## config.mk

```make
export PLATFORM = sky130hd
export DESIGN_NAME = synch_fifo_gen2
export DESIGN_NICKNAME = d
export VERILOG_FILES = /design/src/rtl/synch_fifo_gen2.sv
export SDC_FILE = /design/constraint.sdc
export NUM_CORES = 1
export LEC_CHECK = 0
export ABC_AREA = 1
export CAP_MARGIN = 30
export CORE_AREA = 2 2 157 128
export DETAILED_ROUTE_END_ITERATION = 10
export DIE_AREA = 0 0 159 130
export PLACE_DENSITY = 0.64
export SETUP_SLACK_MARGIN = 0.1
export SYNTH_ARGS = -nofsm -noshare
export SYNTH_HDL_FRONTEND = slang
export SYNTH_SLANG_ARGS = --single-unit
```

## constraint.sdc

```tcl
create_clock -name clk -period 4.8 [get_ports clk]
set_input_delay 0.96 -clock clk [delete_from_list [all_inputs] [get_ports clk]]
set_output_delay 0.96 -clock clk [all_outputs]
set_load 0.01 [all_outputs]
```

## src/rtl/synch_fifo_gen2.sv

```systemverilog
`default_nettype none
// +--------------------------------------------------------------------------+
// | Module   : synch_fifo_gen2                                               |
// | Purpose  : Parametrised single-clock FIFO with threshold flags, optional |
// |            FWFT read mode, synchronous flush and sticky error flags.     |
// | Revision : 1.0 - initial release                                         |
// +--------------------------------------------------------------------------+
module synch_fifo_gen2 #(
  parameter int DATA_W   = 16,
  parameter int DEPTH    = 8,
  parameter int AF_LEVEL = 6,
  parameter int AE_LEVEL = 2,
  parameter int FWFT     = 0
) (
  input  logic                     clk,
  input  logic                     reset,
  input  logic                     flush,
  input  logic                     wr_en,
  input  logic [DATA_W-1:0]        write_data,
  input  logic                     rd_en,
  output logic [DATA_W-1:0]        read_data,
  output logic                     rd_valid,
  output logic                     full,
  output logic                     empty,
  output logic                     full_nxt,
  output logic                     empty_nxt,
  output logic                     almost_full,
  output logic                     almost_empty,
  output logic [$clog2(DEPTH):0]   room_avail,
  output logic [$clog2(DEPTH):0]   data_avail,
  output logic                     overflow,
  output logic                     underflow,
  input  logic                     clr_err
);

  localparam int AW = $clog2(DEPTH);
  localparam logic [AW:0]   DEPTH_C = (AW+1)'(DEPTH);
  localparam logic [AW:0]   AF_C    = (AW+1)'(AF_LEVEL);
  localparam logic [AW:0]   AE_C    = (AW+1)'(AE_LEVEL);
  localparam logic [AW:0]   CNT_ONE = (AW+1)'(1);
  localparam logic [AW-1:0] PTR_ONE = AW'(1);

  logic [DATA_W-1:0] mem [DEPTH];
  logic [AW-1:0]     wr_ptr;
  logic [AW-1:0]     rd_ptr;
  logic [AW:0]       count;
  logic [AW:0]       count_nxt;
  logic              wr_acc;
  logic              rd_acc;

  assign data_avail = count;

  // Acceptance is judged on the registered flags only, so a full FIFO can
  // still take a read and an empty FIFO can still take a write.
  always_comb begin
    wr_acc    = wr_en && !full;
    rd_acc    = rd_en && !empty;
    count_nxt = count;
    if (reset || flush)
      count_nxt = '0;
    else if (wr_acc && !rd_acc)
      count_nxt = count + CNT_ONE;
    else if (rd_acc && !wr_acc)
      count_nxt = count - CNT_ONE;
    full_nxt  = (count_nxt == DEPTH_C);
    empty_nxt = (count_nxt == '0);
  end

  always_ff @(posedge clk) begin
    if (reset) begin
      wr_ptr       <= '0;
      rd_ptr       <= '0;
      count        <= '0;
      full         <= 1'b0;
      empty        <= 1'b1;
      almost_full  <= 1'b0;
      almost_empty <= 1'b1;
      room_avail   <= DEPTH_C;
      overflow     <= 1'b0;
      underflow    <= 1'b0;
    end else begin
      count        <= count_nxt;
      full         <= full_nxt;
      empty        <= empty_nxt;
      almost_full  <= (count_nxt >= AF_C);
      almost_empty <= (count_nxt <= AE_C);
      room_avail   <= DEPTH_C - count_nxt;
      if (flush) begin
        wr_ptr <= '0;
        rd_ptr <= '0;
      end else begin
        if (wr_acc) wr_ptr <= wr_ptr + PTR_ONE;
        if (rd_acc) rd_ptr <= rd_ptr + PTR_ONE;
        // A new error event outranks a clear in the same cycle.
        overflow  <= (overflow  && !clr_err) || (wr_en && full);
        underflow <= (underflow && !clr_err) || (rd_en && empty);
      end
    end
  end

  always_ff @(posedge clk) begin
    if (!reset && !flush && wr_acc)
      mem[wr_ptr] <= write_data;
  end

  generate
    if (FWFT != 0) begin : g_fwft
      assign read_data = mem[rd_ptr];
      assign rd_valid  = !empty;
    end else begin : g_reg
      logic [DATA_W-1:0] rd_data_q;
      logic              rd_valid_q;

      always_ff @(posedge clk) begin
        if (reset) begin
          rd_data_q  <= '0;
          rd_valid_q <= 1'b0;
        end else if (flush) begin
          rd_valid_q <= 1'b0;
        end else if (rd_acc) begin
          rd_data_q  <= mem[rd_ptr];
          rd_valid_q <= 1'b1;
        end else begin
          rd_valid_q <= 1'b0;
        end
      end

      assign read_data = rd_data_q;
      assign rd_valid  = rd_valid_q;
    end
  endgenerate

endmodule
`default_nettype wire
```

* Yosys cells after proc, flatten, opt, wreduce, memory -nomap -nowiden
Memories as Yosys holds them, arrays and structs flattened. A register that Yosys moved wholly into a read port is not among the register bits.
Index checks and enable logic that the tools add are counted.
** Storage, ports and cells
- Flip-flop bits (word level) :: 21
- Bits in writable memories :: 128
- Output and inout bits :: 33
- Memories :: 1
** Memories
- mem :: words 8, bits a word 16, read ports 1, clocked after Yosys merged registers in 1, wr ports 1, RTL line 43 : logic [DATA_W-1:0] mem [DEPTH];
** Operators by class
- $add $sub $neg :: 5
- $lt $le $gt $ge :: 2
- Eq/ne operators :: 1
- Multiplexer cells :: 6
- Bitwise gates (word level) :: 1
- Reduce and logical (&&, ||, !) cells :: 23
** Operators by type and width (number)
- 4-bit 2-to-1 mux :: 3
- 1-bit logical AND :: 10
- 1-bit zero test :: 7
- 3-bit by 1-bit adder with 3-bit output, second input constant :: 2
- 4-bit by 1-bit adder with 4-bit output, second input constant :: 1
- 4-bit equality test, second input constant :: 1
- 4-bit by 3-bit greater-or-equal comparator with 1-bit output, second input constant :: 1
- 4-bit by 2-bit less-or-equal comparator with 1-bit output, second input constant :: 1
- 4-bit zero test :: 1
- 4-bit by 1-bit subtractor with 4-bit output, second input constant :: 1
- 4-bit subtractor, first input constant :: 1
- 1-bit logical OR :: 3
- 1-bit 2-to-1 mux :: 3
- 2-bit AND reduction :: 1
- 2-bit OR reduction :: 1
- 1-bit inverter :: 1

* Logic depth before layout (Yosys ltp)
- Depth after elaboration :: 8
- Gate-level depth with buffers :: 10

* Least setup slack after synthesis
No wires, ideal clock.
- Path kind :: input-to-output
- From :: input rd_en
- To :: output empty_nxt
- Data arrival time :: 1933 ps
- Required time :: 3840 ps
- Slack :: 1907 ps
- Stages on the path :: 9
- Buffers on the path :: 0
- Cell sequence :: inv_1 nor2_4 nand2_2 nand2_1 nand2_1 nand3_2 ha_1 nand2_2 nor2_1
** On the way
- Word-level cells in the longest chain between the ends :: 6
- Elaborated cells on any way between the ends :: 8
- Classes of those cells :: mux (3); reduce/logical (5)
** Ends and longest elaborated chain
- start, declared :: RTL line 20 : input logic rd_en,
- 1-bit logical AND (*) :: RTL line 57 : rd_acc = rd_en && !empty;
- 1-bit logical AND / 1-bit zero test (equally long branches) :: RTL line 63, 61
- 4-bit 2-to-1 mux / 1-bit logical AND (equally long branches) :: RTL line 63, 61
- 4-bit 2-to-1 mux (*) :: RTL line 61 : else if (wr_acc && !rd_acc)
- 4-bit 2-to-1 mux (*) :: RTL line 59 : if (reset || flush)
- 4-bit zero test (*) :: RTL line 66 : empty_nxt = (count_nxt == '0);
- end, declared :: RTL line 26 : output logic empty_nxt,
Every way passes the cells marked *; elsewhere a longest branch is shown, timed or not.

* Worst setup path after layout
- From :: input rd_en
- To :: output full_nxt
** On the way
- Word-level cells in the longest chain between the ends :: 6
- Elaborated cells on any way between the ends :: 8
- Classes of those cells :: eq/ne (1); mux (3); reduce/logical (4)
** Ends and longest elaborated chain
- 1-bit logical AND (*) :: RTL line 57
- 1-bit logical AND / 1-bit zero test (equally long branches) :: RTL line 63, 61
- 4-bit 2-to-1 mux / 1-bit logical AND (equally long branches) :: RTL line 63, 61
- 4-bit 2-to-1 mux (*) :: RTL line 61
- 4-bit 2-to-1 mux (*) :: RTL line 59
- 4-bit equality test (*) :: RTL line 65 : full_nxt = (count_nxt == DEPTH_C);
- end, declared :: RTL line 25 : output logic full_nxt,
Marked as above.

==> summary by stage <==
Run status
The run finished with clean final reports.

Synth
In this run, synthesis produced a sequential element count of 164. The dominant combinational cell family by area after synthesis is simple AND/OR/NAND/NOR gates. The synthesized netlist occupies a cell area of 6560 sq um. The register area share after synthesis is 0.696.

Of the total synthesized cell area, the portion taken by AND, OR, NAND and NOR gates is 0.160. The post-synthesis net count is 607. The synthesized netlist cell count is 579. Yosys printed 0 warnings. After synthesis, the share of cell area in mux cells is 0. Of the total synthesized cell area, the portion taken by XOR and XNOR cells is 0. The compound-gate portion of the synthesized area is 0.0918.

The number of distinct library cells after synthesis is 27. The post-synthesis area per instance is 11.3 sq um. Of the total synthesized cell area, the portion taken by full adders, half adders and majority gates is 0.0115.

CTS
The clock latency at the later pin of the worst-skew pair is 0.42 ns. The number of resized instances in the post-cts repair step is 0. Clock tree synthesis inserted a total of 17 buffers. The CTS tree is done. The tree built by TritonCTS fans out to 164 sinks. The number of hold buffers added after CTS was 0. The H-tree generated during clock tree synthesis spans 4 levels. Clock tree synthesis selected as its root buffer the cell clkbuf_16. Clock-pin slew was measured on the worst setup and hold paths at 0.06 ns. The number of buffers inserted by post-CTS setup repair is 0. Counting along the longest clock path gives a buffer depth of 2.

GRT
The first global-routing pass estimated 22400 microns of wire. Entering global routing, the biggest net connects 67 pins. The global router's overall resource usage is 0.143.

The aggregate global routing overflow is 0. The number of antenna violations at the first check in global routing was 0. The via count of the first global-routing pass is 4045.

Setup path
The buffers plus inverters on the worst setup path is 3. The critical path in this run is classified as in2out. The master of the slowest instance on the critical path is clkdlybuf4s50_1.

Of all nets on the critical path, the largest fanout is 6. For this run, the slowest stage of the critical path takes 0.54 ns. The type of element launching the critical path is an input port. The signal on the critical path passes through clkdlybuf4s50_1, inv_1, nor2_4, nand2_2, nand2_1, nand2_1, nand3_2, ha_1, nand2_2, nor2_1, clkdlybuf4s50_1. The arrival time of the worst setup path is 3.06 ns. The kind of cell adding the most delay to the critical path is buffers and inverters. In this run the critical register-to-register path is launched from rd_ptr[2]. The worst setup path is captured at an output pin. The worst setup path startpoint is rd_en. Data on the critical path is required at its endpoint by 3.84 ns.

Floorplan
The height of the die is 130 microns. The number of standard-cell rows in the floorplan is 46. The I/O pin total is 55. The die is 159 microns wide. The area of the die is 20700 sq um. The core footprint is 19300 sq um. The initial core utilization is 0.339.

Timing
At the pin with the least slew margin, the transition time is 0.944 ns. Setup total negative slack on the finished layout was measured at 0 ns. For the final database, setup skew stands at 0.0135 ns. Of the available clock period, the critical path in the final layout requires 0.838. Setup violations remaining at the end of the flow were counted as 0. Setup repair after global routing left no endpoint under its margin. The worst path needs 4.02 ns of the cycle, external delays included.

Based on the critical path, the design can be clocked at up to 0.249 GHz. The number of max-slew violations in the final report came to 0. The worst slew slack as a fraction of its limit is 0.370. The final-report hold violation count is 0.

Layout
Summing all flip-flop and latch instances after layout gives 4570 sq um. The proportion of layout cells with a drive suffix above 1 is 0.0971. The number of antenna cells inserted is 0. The area growth from synthesis to layout is 21.2%.

After filler insertion, the fill cell instance count of the layout stands at 1883. The count of nets after finishing is 664. In the final layout, the multi-input gates occupy 1730 sq um. Measured on the finished design, the core utilization comes to 0.411.

Routing
The starting DRC count in detailed routing is 333. In the final routed layout, each cell accounts on average for 15.9 microns. In the routed design, unresolved DRC markers number 0.

The first detailed-routing pass ran for 5 iterations. The overall via count from detail_route is 4298. The final layout contains routed wiring with a total length of 14500 microns.

The ratio of routed vias to standard cells is 4.71. The remaining antenna violation count after routing is 0.

Job
Max-cap violations in this run came to 0.

Placed design
In this run the tool buffered the top-level ports with 54 buffer cells. The detailed placement HPWL is 8330 microns. The congestion estimate from routability-driven global placement came to 0.763.

Hold path
The startpoint identified for the worst hold timing path is read_data[15]. The tightest min-delay check is of the reg2reg type.

Pwr
Summed over all cells, the static leakage comes to 0.00272 uW. The power density normalized to cell area is 384 nW/um^2. The maximum resistive drop on vdd is 0.225 mV.
[layer usage]
layer  vias to the layer above  share of wire  wire length, microns  track usage
li1                       2141              -                     -            -
met1                      2021           0.48                  6970        0.197
met2                       123           0.45                  6590        0.227
met3                        13          0.056                   814       0.0356
met4                         0         0.0075                   109       0.0385
met5                         -              0                     0            0
[cells in the mapped netlist (all sizes together)]
cell | n | area share
clkbuf | 8 | 0.0048
edfxtp | 128 | 0.59
clkinv | 1 | 0.00057
ha | 6 | 0.011
nand4 | 3 | 0.0029
buf | 21 | 0.022
dfxtp | 36 | 0.11
nand3 | 47 | 0.038
inv | 23 | 0.013
nand2 | 54 | 0.033
nor2 | 142 | 0.086
o21ai | 70 | 0.054
a21oi | 22 | 0.017
o211ai | 16 | 0.018
o32ai | 2 | 0.0027
[final cells by class]
class,instances,share of cell area
multi-input cells,362,0.218
inverters,24,0.0113
repair buffers,67,0.0819
flip-flops and latches,164,0.575
clock inverters,12,0.0167
clock buffers,20,0.0562
well taps,264,0.0416
[worst reg2reg max path, delay by kind of cell (launching register included)]
family | cells | cell delay, ns
simple gates | 1 | 0.15
compound gates | 2 | 0.51
buf+inv | 1 | 0.89
flops | 1 | 0.94
[through the flow]
step	std cells	power [uW]	cell area [sq um]	hold slack (ns)	worst slack, ns
CTS	912	3070	7920	0.466	0.780
finish	913	3050	7940	0.464	0.780
global route	913	3160	7940	0.482	0.604
detailed placement	880	1750	7340	0.456	0.786
global placement	880	1750	7340	0.455	0.810
floorplan	579	1680	6560	0.480	1.91
[sequential cells by signal, summed over array words and instances, names as in the netlist, 3 cells and up]
register,count
room_avail,4
rd_ptr,3
wr_ptr,3
data_avail,3
read_data,16
mem,128
[power breakdown]
part	switching [uW]	leakage (uW)	internal [uW]
sequential	10.6	0.00145	1550
combinational	98.4	0.00100	68.1
clock	544	0.000268	780
[worst paths after layout]
kind                            depth (start not counted)  slack, ns             to
worst min-delay path                                    2       0.46  read_data[15]
worst min register to register                          2       0.46  read_data[15]
worst max-delay path                                   11       0.78       full_nxt
worst max register to register                          4       2.25  read_data[10]
[layout by cell type, fill, tap and decap left out, drive strengths merged]
cell type / synthesis / layout
a21oi: 22 / 22
buf: 21 / 13
bufinv: 0 / 2
clkbuf: 8 / 20
clkdlybuf4s50: 0 / 54
clkinv: 1 / 6
clkinvlp: 0 / 4
dfxtp: 36 / 36
edfxtp: 128 / 128
ha: 6 / 6
inv: 23 / 24
nand2: 54 / 54
nand3: 47 / 47
nand4: 3 / 3
nor2: 142 / 142
o211ai: 16 / 16
o21ai: 70 / 70
o32ai: 2 / 2
[cells by family (layout without fill, tap and decap cells)]
family,Yosys count,count (layout)
simple gates,246,246
flops,164,164
compound gates,110,110
buf+inv,53,123
fa+ha+maj,6,6
No activity file was read; power rests on OpenSTA's default activity.
==> edit 1 (same flow settings) <==
Set the parameter `FWFT` to 1 (it was 0).
--- a/src/rtl/synch_fifo_gen2.sv
+++ b/src/rtl/synch_fifo_gen2.sv
@@ -11,5 +11,5 @@
   parameter int AF_LEVEL = 6,
   parameter int AE_LEVEL = 2,
-  parameter int FWFT     = 0
+  parameter int FWFT     = 1
 ) (
   input  logic                     clk,
Behaviour: not the same (a bounded check fails within 4 cycles, from zero or initial values and one cycle with reset high).
==> edit 1 against the unedited design <==
  * Die area is the same
  * Final area shrank 6.0%
  * Total power shrank 5.6%
  * Via count shrank 8.3%
  * Clock skew shrank 5.4 ps
  * Sequential cell count shrank 14
  * Worst setup slack gained 51 ps
  * Routed wire length shrank 11%
  * Final cell count shrank 7.4%
  * Non-clock buffer count is the same
  * Clock power shrank 3%
  * Synthesized area shrank 8.1%
  * Register-to-register slack gained 780 ps
  * Highest routed layer is now met5
==> edit 1: results (changes against the unedited design) <==
Final layout
  • FF+latch count: 150 (-8.5%)
  • Clock buf/inv share: 0.07710 (+0.004179)
  • Sequential share of cell area: 0.5741 (-0.0006498)
  • Nets: 597 (-10%)
  • Comb_multi_in: 307 (-15%)
  • Multi-input gate share of total cell area: 0.2043 (-0.01319)
  • Non-CTS inverters: 26 (+8.3%)
  • CLK BUF: 18 (-10%)
  • Ant. Diodes: 0 (unchanged)
  • Share of cells above drive strength 1: 0.1102 (+0.01308)
  • P&R area growth vs syn: 23.85%
  • Non-clock buffering overhead: 0.08716 (+0.005258)
  • Fillers: 1824 (-3.1%)

Timing
  • Slew HR: 0.5170 (+0.1471)
  • Worst hold slack: 476.3 ps (+12.23 ps)
  • Post-Route Skew: 8.088 ps (-5.365 ps)

Synth
  • Post-synth cell types: 27 (unchanged)
  • Avg Inst Size Synth: 11.86 um2 (+4.8%)
  • Top post-synthesis cells by area: edfxtp_1 64%, nor2_1 7.4%, dfxtp_1 7.3%
  • Synth Net Count: 536 (-12%)
  • Top FF cell, synth: edfxtp_1
  • Number of synthesized flops with an enable pin: 128 (unchanged)
  • Commonest cells post-synth: 128 x edfxtp_1, 119 x nor2_1, 79 x nand2_1
  • Post-synthesis sequential area ratio: 0.7108 (+0.01450)

Worst hold path
  • Hold Path Cell Cnt: 2 (unchanged)
  • Worst hold path endpoint: underflow
  • Hold Path Origin: underflow
  • Min-Delay Path Class: reg -> reg

Worst setup path
  • Crit Path Max Fanout: 8 (+2)
  • FF-to-FF path depth: 10 (+6)
  • R2r endpoint: empty
  • Reg-to-Reg Start: room_avail[0]
  • Slack of the worst reg-to-reg path: 3030 ps (+780 ps)
  • Crit-path max cell delay: 520 ps (-20 ps)
  • Worst EP arrival: 3010 ps (-50 ps)
  • Slowest CP cell: clkdlybuf4s50_1

Clock tree
  • Clk buf depth: 2 (unchanged)
  • PostCTS Resize Cnt: 0 (unchanged)

Pwr
  • Static Leak: 2.644 nW (-2.6%)
  • Max IR drop VDD: 0.2435 mV (+8.3%)
  • Switching power of the nets: 609.5 uW (-6.6%)

Place
  • Port Buffers: 54 (unchanged)
  • Routability cong.: 0.7885 (+3.4%)
  • Placed instance area: 6889 um2 (-6.2%)
  • Placed insts: 814 (-7.5%)
  • Pre-CTS setup slack: 844.4 ps (+58.17 ps)
  • HPWL after DPL: 7619 um (-8.5%)

Drt
  • Pre-antenna DRT Iters: 4 (-1)
  • Wire per inst: 15.26 um (-3.8%)
  • Initial DRC count: 283 (-15%)
  • DR vias: 3943 (-8.3%)
  • WL final: 12900 um (-11%)

Global routing
  • Largest net degree at the start of global routing: 65 (-3.0%)
  • Initial antenna violation count: 1 (+1)
  • GRT Total Usage: 0.1304 (-0.01227)
  • Vias in the first global route: 3991 (-1.3%)
  • First-pass GRT wire length: 20360 um (-9.1%)

Run status
  • Status: finished, final reports clean
[edit 1: metal layers]
metal  share of wire  up-vias  global-route usage
met5          0.0010        -                   0
met1            0.43     1925              0.1578
li1                -     1909                   -
met2            0.49       92              0.2187
met3           0.062       15             0.03624
met4           0.013        2             0.06310
[edit 1: critical path, delay by kind of cell]
family,cells,cell delay (ps)
buffers and inverters,4,1160
and+or+nand+nor,6,680
adders and majority gates,1,200
[edit 1: cells by family (layout without fill, tap and decap cells)]
logic type | count (synthesis) | after routing | synth area share
XOR/XNOR | 1 | 1 | 0.001453
flip-flops | 150 | 150 | 0.7108
buffers and inverters | 51 | 124 | 0.03612
AO/OA/AOI/OAI | 73 | 73 | 0.08179
adder cells (fa/ha/maj) | 6 | 6 | 0.01246
AND/OR/NAND/NOR | 227 | 227 | 0.1574
[edit 1: power groups by stage]
stage	sequential, mW	clock, mW	combinational [mW]
after floorplan	1.47	0	0.0746
after global placement	1.46	0	0.156
after detailed placement	1.46	0	0.161
after CTS	1.44	1.31	0.162
after global routing	1.44	1.37	0.177
final	1.44	1.28	0.159
[edit 1: how the worst max path moves through the flow]
| stage | slack [ps] | startpoint | cells past startpoint | end |
|---|---|---|---|---|
| finish | 830 | wr_en | 11 | empty_nxt |
| global route | 630 | wr_en | 11 | full_nxt |
| CTS | 830 | wr_en | 11 | empty_nxt |
| detailed placement | 840 | wr_en | 11 | empty_nxt |
| global placement | 880 | rd_en | 11 | full_nxt |
| floorplan | 1930 | wr_en | 9 | full_nxt |
==> edit 2 (same flow settings) <==
Made on the original files. Make the reset (`reset`) asynchronous in 2 clocked blocks.
--- a/src/rtl/synch_fifo_gen2.sv
+++ b/src/rtl/synch_fifo_gen2.sv
@@ -67,5 +67,5 @@
   end
 
-  always_ff @(posedge clk) begin
+  always_ff @(posedge clk or posedge reset) begin
     if (reset) begin
       wr_ptr       <= '0;
@@ -112,5 +112,5 @@
       logic              rd_valid_q;
 
-      always_ff @(posedge clk) begin
+      always_ff @(posedge clk or posedge reset) begin
         if (reset) begin
           rd_data_q  <= '0;
Function: differs if reset is asserted again (counterexample within 4 cycles, from zero or initial values and one cycle with reset high); with reset held inactive, the same outputs for 4 cycles.
==> edit 2 against the unedited design <==
  * Sequential cell count is the same
  * Utilization grew 0.18 points
  * Register-to-register slack gained 70 ps
  * Synthesized area shrank 0.31%
  * Final cell count shrank 7.4%
  * Worst setup slack lost 85 ps
  * Routed wire length grew 3.0%
  * Global-route usage grew 0.77 points
  * Via count shrank 1.3%
  * Final area grew 0.44%
  * Worst hold slack gained 12 ps
Power is not compared: it rests on default switching activity, and its combinational part moved more than twofold at a synthesized area within 25%.
==> edit 2: results (changes against the unedited design) <==
Run status
  • Status: finished, final reports clean

Timing
  • Hold Fails Final Rpt: 0 (unchanged)
  • Slew HR: 0.3488 (-0.02106)
  • Post-Route Skew: 11.28 ps (-2.176 ps)

Pwr
  • Static Leak: 2.907 nW
  • Max IR drop VDD: 0.2409 mV

Place
  • Port Buffers: 54 (unchanged)
  • Placed instance area: 7363 um2 (+0.26%)
  • HPWL after DPL: 8640 um (+3.8%)
  • Pre-CTS setup slack: 723.9 ps (-62.27 ps)
  • Routability cong.: 0.7775 (+1.9%)

Drt
  • Via/cell ratio: 5.021 (+6.7%)
  • Pre-antenna DRT Iters: 7 (+2)
  • WL final: 14910 um (+3.0%)
  • Initial DRC count: 308 (-7.5%)

Final layout
  • Fillers: 1819 (-3.4%)
  • Share of cells above drive strength 1: 0.09811 (+0.001034)
  • Largest register FFs: 128 (unchanged)
  • Nets: 596 (-10%)
  • Top reg by flops: mem
  • Ant. Diodes: 0 (unchanged)

Worst hold path
  • Min-Delay Path Class: reg -> reg

Clock tree
  • Worst skew pair latency: 420 ps (about the same)
  • Clk buf depth: 2 (unchanged)
  • Number of H-tree levels: 4 (unchanged)
  • Cts bufs inserted: 17 (unchanged)
  • CTS root buf: clkbuf_16
  • PostCTS Resize Cnt: 0 (unchanged)
  • Postcts setup bufs: 0 (unchanged)
  • Clk slew on worst S/H paths: 60 ps (about the same)

Synth
  • Number of synthesized flops with an enable pin: 128 (unchanged)
  • Synth Net Count: 539 (-11%)
  • Post-synthesis async set-or-reset flop share: 0.2195 (+0.2195)
  • Post-synthesis sequential area ratio: 0.7266 (+0.03028)
  • Commonest cells post-synth: 128 x edfxtp_1, 78 x nor2_1, 64 x o21ai_0
  • Top FF cell, synth: edfxtp_1
  • Post-synth cell types: 28 (+3.7%)
  • Top post-synthesis cells by area: edfxtp_1 59%, dfrtp_1 13%, o21ai_0 4.9%
  • Yosys synthesis warning count: 0 (unchanged)

Global routing
  • GRT Total Usage: 0.1504 (+0.007706)
  • Initial antenna violation count: 1 (+1)
  • First-pass GRT wire length: 23520 um (+5.1%)
  • Vias in the first global route: 4336 (+7.2%)

Worst setup path
  • Slowest CP cell: clkdlybuf4s50_1
  • Crit-path max cell delay: 570 ps (+30 ps)
  • Worst EP arrival: 3150 ps (+90 ps)
  • Crit Path Max Fanout: 5 (-1)
==> edit 2: through the flow <==
step	instances	hold WS (ps)	utilization
2_1_floorplan	511	515.7	-
3_3_place_gp	812	463.1	0.3793
3_5_place_dp	813	465.2	0.3808
4_1_cts	845	481.6	0.4126
5_1_grt	845	500.7	0.4126
6_report	845	476.3	0.4126
==> edit 2: tightest hold or removal path, cell delays in order (launching register included) <==
cell and delay (ps):
dfrtp_1 340, nand2_1 50, nand2_1 50
==> edit 2: layer usage <==
layer,vias up,track usage,share of wire
met5,-,0,0
met4,0,0.05241,0.011
met3,18,0.04259,0.084
met2,185,0.2432,0.47
met1,2072,0.1970,0.43
li1,1968,-,-
==> edit 2: cell families (layout without fill, tap and decap cells) <==
| logic type | Yosys count | after routing | synth area share |
|---|---|---|---|
| adders and majority gates | 6 | 6 | 0.01149 |
| AOI/OAI and AO/OA | 109 | 109 | 0.1036 |
| and+or+nand+nor | 176 | 176 | 0.1143 |
| xor gates and xnor gates | 1 | 1 | 0.001340 |
| buffers and inverters | 55 | 125 | 0.04269 |
| DFF | 164 | 164 | 0.7266 |
==> edit 2: final cells by class <==
| type | count | share of cell area |
|---|---|---|
| inverters | 27 | 0.01302 |
| clock buffers | 27 | 0.07370 |
| repair buffers | 66 | 0.08154 |
| flip-flops and latches | 164 | 0.5951 |
| well taps | 264 | 0.04140 |
| clock inverters | 5 | 0.003450 |
| multi-input cells | 292 | 0.1918 |
==> edit 2: report_power, final <==
part | internal, mW | total (mW) | switching (mW) | leakage (nW)
Combinational | 0.179 | 0.378 | 0.199 | 0.981
Sequential | 1.61 | 1.64 | 0.0359 | 1.62
Clock | 0.841 | 1.37 | 0.528 | 0.311
Total | 2.63 | 3.39 | 0.763 | 2.91
==> edit 2: worst paths after layout <==
check | start | endpoint | slack (ps) | cells after the start
worst max-delay path | rd_en | full_nxt | 690 | 11
worst min-delay path | read_data[8] | read_data[8] | 480 | 2
worst max register to register | rd_ptr[2] | read_data[0] | 2320 | 4
worst min register to register | read_data[8] | read_data[8] | 480 | 2
max in group asynchronous | reset | read_data[2] | 3120 | 3
min in group asynchronous | reset | data_avail[2] | 920 | 2
